## config.mk

```make
export PLATFORM = sky130hd
export DESIGN_NAME = pipeline_shift_controller_flat
export DESIGN_NICKNAME = d
export VERILOG_FILES = /design/src/rtl/pipeline_shift_controller_pkg.sv /design/src/rtl/pipeline_shift_controller_if.sv /design/src/rtl/pipeline_valid_tracker.sv /design/src/rtl/pipeline_shift_controller.sv /design/src/flat_wrapper.sv
export SDC_FILE = /design/constraint.sdc
export NUM_CORES = 1
export LEC_CHECK = 0
export ABC_AREA = 1
export CAP_MARGIN = 10
export CORE_MARGIN = 4
export CORE_UTILIZATION = 35
export CTS_BUF_LIST = sky130_fd_sc_hd__clkbuf_2 sky130_fd_sc_hd__clkbuf_4 sky130_fd_sc_hd__clkbuf_8
export CTS_CLUSTER_DIAMETER = 100
export DETAILED_ROUTE_END_ITERATION = 10
export PLACE_DENSITY = 0.67
export SYNTH_ARGS = -nofsm -noshare
export SYNTH_HDL_FRONTEND = slang
export SYNTH_SLANG_ARGS = --single-unit
```

## constraint.sdc

```tcl
create_clock -name clock -period 2.6 [get_ports clock]
set_input_delay 0.65 -clock clock [delete_from_list [all_inputs] [get_ports clock]]
set_output_delay 0.65 -clock clock [all_outputs]
set_load 0.1 [all_outputs]
```

## src/rtl/pipeline_shift_controller_pkg.sv

```systemverilog
// Shared definitions for the pipeline shift controller: controller state
// encoding and a constant-foldable ceiling-log2 helper for counter widths.
package pipeline_shift_controller_pkg;

  typedef enum logic [1:0] {
    ST_FLUSH   = 2'd0,
    ST_RUN     = 2'd1,
    ST_DRAIN   = 2'd2,
    ST_DRAINED = 2'd3
  } ctrl_state_e;

  // Smallest width w such that 2**w >= value.
  function automatic int clog2(input int value);
    int width;
    width = 0;
    while ((1 << width) < value) width = width + 1;
    return width;
  endfunction

endpackage

```

## src/rtl/pipeline_shift_controller_if.sv

```systemverilog
// Control/handshake bundle between the pipeline shift controller and its
// environment (upstream producer, downstream consumer, datapath controls).
//
// Handshake semantics: a word moves on a side only in a cycle where both its
// valid and its ready are high at the rising clock edge. input_valid must not
// depend on input_ready; output_ready may be driven freely. A word offered
// with input_valid while input_ready is low is simply not taken that cycle.
interface pipeline_shift_controller_if
  import pipeline_shift_controller_pkg::*;
#(
  parameter int PIPE_DEPTH = 4
);

  localparam int COUNT_WIDTH = clog2(PIPE_DEPTH + 1);

  logic                   input_valid;
  logic                   input_ready;
  logic                   output_valid;
  logic                   output_ready;
  logic                   flush;
  logic                   drain_request;
  logic                   drained;
  logic                   pipe_clock_enable;
  logic                   pipe_clear;
  logic [COUNT_WIDTH-1:0] occupancy;
  logic                   busy;
  ctrl_state_e            state;

  // Environment side: drives requests, observes controller outputs.
  modport master (
    output input_valid, output_ready, flush, drain_request,
    input  input_ready, output_valid, drained, pipe_clock_enable,
    input  pipe_clear, occupancy, busy, state
  );

  // Controller side.
  modport slave (
    input  input_valid, output_ready, flush, drain_request,
    output input_ready, output_valid, drained, pipe_clock_enable,
    output pipe_clear, occupancy, busy, state
  );

endinterface

```

## src/rtl/pipeline_valid_tracker.sv

```systemverilog
// Valid-bit shadow of the controlled datapath: one bit per stage, shifted
// with the datapath's clock enable and zeroed with its clear.
module pipeline_valid_tracker #(
  parameter int DEPTH = 4
) (
  input  logic clock,
  input  logic reset_n,
  input  logic enable_i,
  input  logic clear_i,
  input  logic in_i,
  output logic last_o
);

  logic [DEPTH-1:0] valid_q;
  logic [DEPTH-1:0] valid_d;

  // Next shift value: new bit enters at stage 0, others move one stage on.
  generate
    if (DEPTH == 1) begin : g_single
      always_comb valid_d = in_i;
    end else begin : g_multi
      always_comb valid_d = {valid_q[DEPTH-2:0], in_i};
    end
  endgenerate

  // Shift register; clear wins over enable, reset is asynchronous.
  always_ff @(posedge clock or negedge reset_n) begin
    if (!reset_n) begin
      valid_q <= '0;
    end else if (clear_i) begin
      valid_q <= '0;
    end else if (enable_i) begin
      valid_q <= valid_d;
    end
  end

  assign last_o = valid_q[DEPTH-1];

endmodule

```

## src/rtl/pipeline_shift_controller.sv

```systemverilog
// Valid/ready flow controller for a fixed-depth register pipeline. Produces
// the datapath clock enable and clear, tracks stage validity and occupancy,
// and sequences flush and drain requests. Data words never pass through here.
module pipeline_shift_controller
  import pipeline_shift_controller_pkg::*;
#(
  parameter int PIPE_DEPTH = 4
) (
  input  logic                         clock,
  input  logic                         reset_n,
  pipeline_shift_controller_if.slave   bus
);

  localparam int COUNT_WIDTH = clog2(PIPE_DEPTH + 1);

  generate
    if (PIPE_DEPTH < 1) begin : g_bad_depth
      $error("pipeline_shift_controller: PIPE_DEPTH must be at least 1");
    end
  endgenerate

  ctrl_state_e            state_q;
  logic [COUNT_WIDTH-1:0] occupancy_q;
  logic [COUNT_WIDTH-1:0] occupancy_d;
  logic                   last_valid;
  logic                   shifting_state;
  logic                   clock_enable;
  logic                   ready;
  logic                   out_valid;
  logic                   accept;
  logic                   deliver;

  // Stall and handshake decode. The whole pipe advances only when the last
  // stage is empty or being consumed, so bubbles are never collapsed.
  always_comb begin
    shifting_state = (state_q == ST_RUN) || (state_q == ST_DRAIN);
    clock_enable   = shifting_state && !bus.flush && (!last_valid || bus.output_ready);
    ready          = clock_enable && (state_q == ST_RUN) && !bus.drain_request;
    out_valid      = last_valid && !bus.flush && (state_q != ST_FLUSH);
    accept         = ready && bus.input_valid;
    deliver        = out_valid && bus.output_ready;
  end

  // Occupancy next value: +1 per accepted word, -1 per delivered word.
  always_comb begin
    occupancy_d = occupancy_q;
    if (accept && !deliver) begin
      occupancy_d = occupancy_q + 1'b1;
    end else if (!accept && deliver) begin
      occupancy_d = occupancy_q - 1'b1;
    end
  end

  // Controller FSM together with the occupancy counter it gates on.
  always_ff @(posedge clock or negedge reset_n) begin
    if (!reset_n) begin
      state_q     <= ST_FLUSH;
      occupancy_q <= '0;
    end else begin
      case (state_q)
        ST_FLUSH: begin
          occupancy_q <= '0;
          state_q     <= ST_RUN;
        end
        ST_RUN: begin
          occupancy_q <= occupancy_d;
          if (bus.flush) begin
            state_q <= ST_FLUSH;
          end else if (bus.drain_request) begin
            state_q <= ST_DRAIN;
          end
        end
        ST_DRAIN: begin
          occupancy_q <= occupancy_d;
          if (bus.flush) begin
            state_q <= ST_FLUSH;
          end else if (occupancy_q == '0) begin
            state_q <= ST_DRAINED;
          end
        end
        ST_DRAINED: begin
          if (bus.flush) begin
            state_q <= ST_FLUSH;
          end else if (!bus.drain_request) begin
            state_q <= ST_RUN;
          end
        end
        default: begin
          state_q <= ST_FLUSH;
        end
      endcase
    end
  end

  pipeline_valid_tracker #(
    .DEPTH (PIPE_DEPTH)
  ) u_valid_tracker (
    .clock    (clock),
    .reset_n  (reset_n),
    .enable_i (clock_enable),
    .clear_i  (state_q == ST_FLUSH),
    .in_i     (accept),
    .last_o   (last_valid)
  );

  assign bus.pipe_clock_enable = clock_enable;
  assign bus.pipe_clear        = (state_q == ST_FLUSH);
  assign bus.input_ready       = ready;
  assign bus.output_valid      = out_valid;
  assign bus.drained           = (state_q == ST_DRAINED);
  assign bus.occupancy         = occupancy_q;
  assign bus.busy              = (occupancy_q != '0) || (state_q != ST_RUN);
  assign bus.state             = state_q;

endmodule

```

## src/flat_wrapper.sv

```systemverilog
// flat-port wrapper written by rule: the top's interface ports become plain ports
module pipeline_shift_controller_flat import pipeline_shift_controller_pkg::*;
#(
  parameter int PIPE_DEPTH = 4
)
  (clock, reset_n, bus_input_valid, bus_output_ready, bus_flush, bus_drain_request, bus_input_ready, bus_output_valid, bus_drained, bus_pipe_clock_enable, bus_pipe_clear, bus_occupancy, bus_busy, bus_state);
  pipeline_shift_controller_if #(.PIPE_DEPTH(PIPE_DEPTH)) bus_i ();
  input  logic clock;
  input  logic reset_n;
  input wire logic [$bits(bus_i.input_valid)-1:0] bus_input_valid;
  input wire logic [$bits(bus_i.output_ready)-1:0] bus_output_ready;
  input wire logic [$bits(bus_i.flush)-1:0] bus_flush;
  input wire logic [$bits(bus_i.drain_request)-1:0] bus_drain_request;
  output wire logic [$bits(bus_i.input_ready)-1:0] bus_input_ready;
  output wire logic [$bits(bus_i.output_valid)-1:0] bus_output_valid;
  output wire logic [$bits(bus_i.drained)-1:0] bus_drained;
  output wire logic [$bits(bus_i.pipe_clock_enable)-1:0] bus_pipe_clock_enable;
  output wire logic [$bits(bus_i.pipe_clear)-1:0] bus_pipe_clear;
  output wire logic [$bits(bus_i.occupancy)-1:0] bus_occupancy;
  output wire logic [$bits(bus_i.busy)-1:0] bus_busy;
  output wire logic [$bits(bus_i.state)-1:0] bus_state;
  assign bus_i.input_valid = bus_input_valid;
  assign bus_i.output_ready = bus_output_ready;
  assign bus_i.flush = bus_flush;
  assign bus_i.drain_request = bus_drain_request;
  assign bus_input_ready = bus_i.input_ready;
  assign bus_output_valid = bus_i.output_valid;
  assign bus_drained = bus_i.drained;
  assign bus_pipe_clock_enable = bus_i.pipe_clock_enable;
  assign bus_pipe_clear = bus_i.pipe_clear;
  assign bus_occupancy = bus_i.occupancy;
  assign bus_busy = bus_i.busy;
  assign bus_state = bus_i.state;
  pipeline_shift_controller #(.PIPE_DEPTH(PIPE_DEPTH)) u_core (.clock(clock), .reset_n(reset_n), .bus(bus_i));
endmodule
```

==> results.json <==
{
  "status": "finished clean",
  "syn-num-nets": 88,
  "vias": 553,
  "clockRootBuffer": "clkbuf_4",
  "fin_tns_setup_ns": 0,
  "wl_mm": 1.44,
  "holdCritPathClass": "flop to flop",
  "diodes": 0,
  "cts.clk_slew.worst_paths_ns": 0.06,
  "grt_pass1_wl_mm": 2.41,
  "cp-end-kind": "output pin",
  "htreeDepth": 1,
  "wl_per_cell_um": 11.6,
  "synthDistinctLibCells": 23,
  "rr_startpoint": "u_core.bus.state[1]$_DFFE_PN0P_",
  "fin_nets": 112,
  "slew_violations": 0,
  "cts_tree": "done",
  "gp_congestion": 0.761,
  "drt_iter0_drc": 9,
  "yosysSeqAreaShare_pct": 35.0,
  "max_freq_ghz": 0.419,
  "clk_latency_ns": 0.25,
  "fin_skew_ns": 0.000455,
  "reg2regPathDepth": 11,
  "syn_inst": 77,
  "cts_hold_buffers": 0,
  "gr-usage-all-layers_pct": 12.4,
  "drive_gt1_share_pct": 41.0,
  "final_hold_viol_count": 0,
  "coreArea_sq_um": 1730,
  "viasPerCell": 4.42,
  "worst_pin_slew_ns": 0.391,
  "ant_nets": 0,
  "critical_path_class": "input port to output pin",
  "clockBufferDepth": 2,
  "numClockSinks": 9,
  "holdWs_ns": 0.552,
  "portBuffers": 16,
  "fill_cells": 166,
  "grt_antenna_before_repair": 0,
  "rows": 15,
  "cp.required_ns": 1.95,
  "worst_setup_path_start_kind": "input port",
  "die_h_um": 50.9,
  "avgSynthCellArea_sq_um": 8.37,
  "dp_hpwl_mm": 1.26,
  "syn_area_sq_um": 644,
  "areaGrowthSynthToFinish_pct": 46.8,
  "setup.worst_path.start": "bus_output_ready",
  "path_max_fanout": 3,
  "arrival_ns": 1.74,
  "holdPathStages": 2,
  "ios": 17,
  "rsz0062_at_grt": "no",
  "post_cts_buffers": 0,
  "initial_utilization_pct": 37.3,
  "relSlewSlack_pct": 73.9,
  "firstDrtPassIters": 4,
  "finalSetupViolations": 0,
  "die-area_sq_um": 2590,
  "hold_start": "u_core.bus.occupancy[1]$_DFFE_PN0P_",
  "grt_max_degree": 10,
  "die_x_um": 50.9,
  "cts_resized": 0,
  "cap_viol_max_count": 0,
  "route.detailed.drc": 0,
  "ys_seq_elements": 9,
  "fin_crit_sh_pct": 91.8,
  "grt_overflow_total": 0,
  "cts_buffers": 3,
  "yosysWarnings": 0,
  "first_global_vias": 567,
  "period_minus_slack_ns": 2.39
}
## path summary, 6_finish.rpt
kind | slack, ns | endpoint
max in group asynchronous | 1.60 | u_core.bus.state[1]$_DFFE_PN0P_
worst max register to register | 0.40 | u_core.bus.occupancy[1]$_DFFE_PN0P_
min in group asynchronous | 0.69 | u_core.u_valid_tracker.valid_q[3]$_DFFE_PN0P_
worst max-delay path | 0.21 | bus_input_ready
worst min-delay path | 0.55 | u_core.bus.occupancy[1]$_DFFE_PN0P_
worst min register to register | 0.55 | u_core.bus.occupancy[1]$_DFFE_PN0P_
## state kept, by name, summed over array words and instances (netlist names)
name                            flops
u_core.u_valid_tracker.valid_q      4
u_core.bus.state                    2
u_core.bus.occupancy                3
## per-layer routing
layer / up-vias / GRT usage [%] / part of all wire (%) / wire length [um]
li1: 286 / - / - / -
met1: 253 / 15.3 / 46 / 667
met2: 12 / 20.8 / 50 / 721
met3: 2 / 1.46 / 3.3 / 47
met4: 0 / 6.73 / 0.48 / 7
met5: - / 0 / 0 / 0
## cell families (layout without fill, tap and decap cells)
kind of cell,after synthesis,after routing,share of synthesized area [%]
adders and majority gates,5,5,10.9
buffers and inverters,20,43,11.7
xor gates and xnor gates,1,1,1.36
and+or+nand+nor,28,28,27.6
DFF,9,9,35.0
AOI/OAI and AO/OA,14,14,13.6
## stage by stage
stage          setup slack [ns]  instances  util (%)  cell area (sq um)
4_1_cts                   0.217        125      54.8                946
2_1_floorplan            0.0104         77         -                679
3_5_place_dp             0.0336        121      53.0                916
5_1_grt                   0.108        125      54.8                946
3_3_place_gp             0.0520        121      53.0                916
6_report                  0.212        125      54.8                946
## layout by cell type (no fill, tap or decap), types with 2 or more instances in the layout
master	instances
dfrtp_4	2
nand2_1	14
nor2_4	2
dfrtp_1	7
o21ai_2	3
inv_2	6
clkbuf_4	4
inv_1	12
nand4_1	3
clkdlybuf4s50_1	5
a21oi_1	4
o22ai_1	4
inv_4	2
buf_12	4
ha_1	3
nand2_4	2
buf_4	10
## cells in the mapped netlist (all sizes together)
cell / count / area [sq um]
a21oi: 4 / 20.0
a31oi: 1 / 6.26
dfrtp: 9 / 225
fa: 1 / 20.0
ha: 4 / 50.1
inv: 20 / 75.1
nand2: 16 / 75.1
nand3: 2 / 27.5
nand4: 3 / 18.8
nor2: 5 / 45.1
nor3: 1 / 5.00
o21ai: 5 / 36.3
o22ai: 4 / 25.0
or2: 1 / 6.26
xnor2: 1 / 8.76
## cell type report
cell class	count	area, sq um	share of cell area (%)
multi-input combinational	48	367	38.8
sequential	9	233	24.6
timing repair buffer	19	205	21.7
inverter	20	80.1	8.47
tap	25	31.3	3.31
clock buffer	4	30.0	3.17
## critical path, cell delays in order
cell,delay [ns]
clkdlybuf4s50_1,0.50
inv_1,0.05
nand2_1,0.11
nand2_4,0.09
nor2_8,0.15
buf_12,0.18
Power is not shown: default switching activity piles up to over one toggle a cycle in this logic, so the estimate is an artifact.
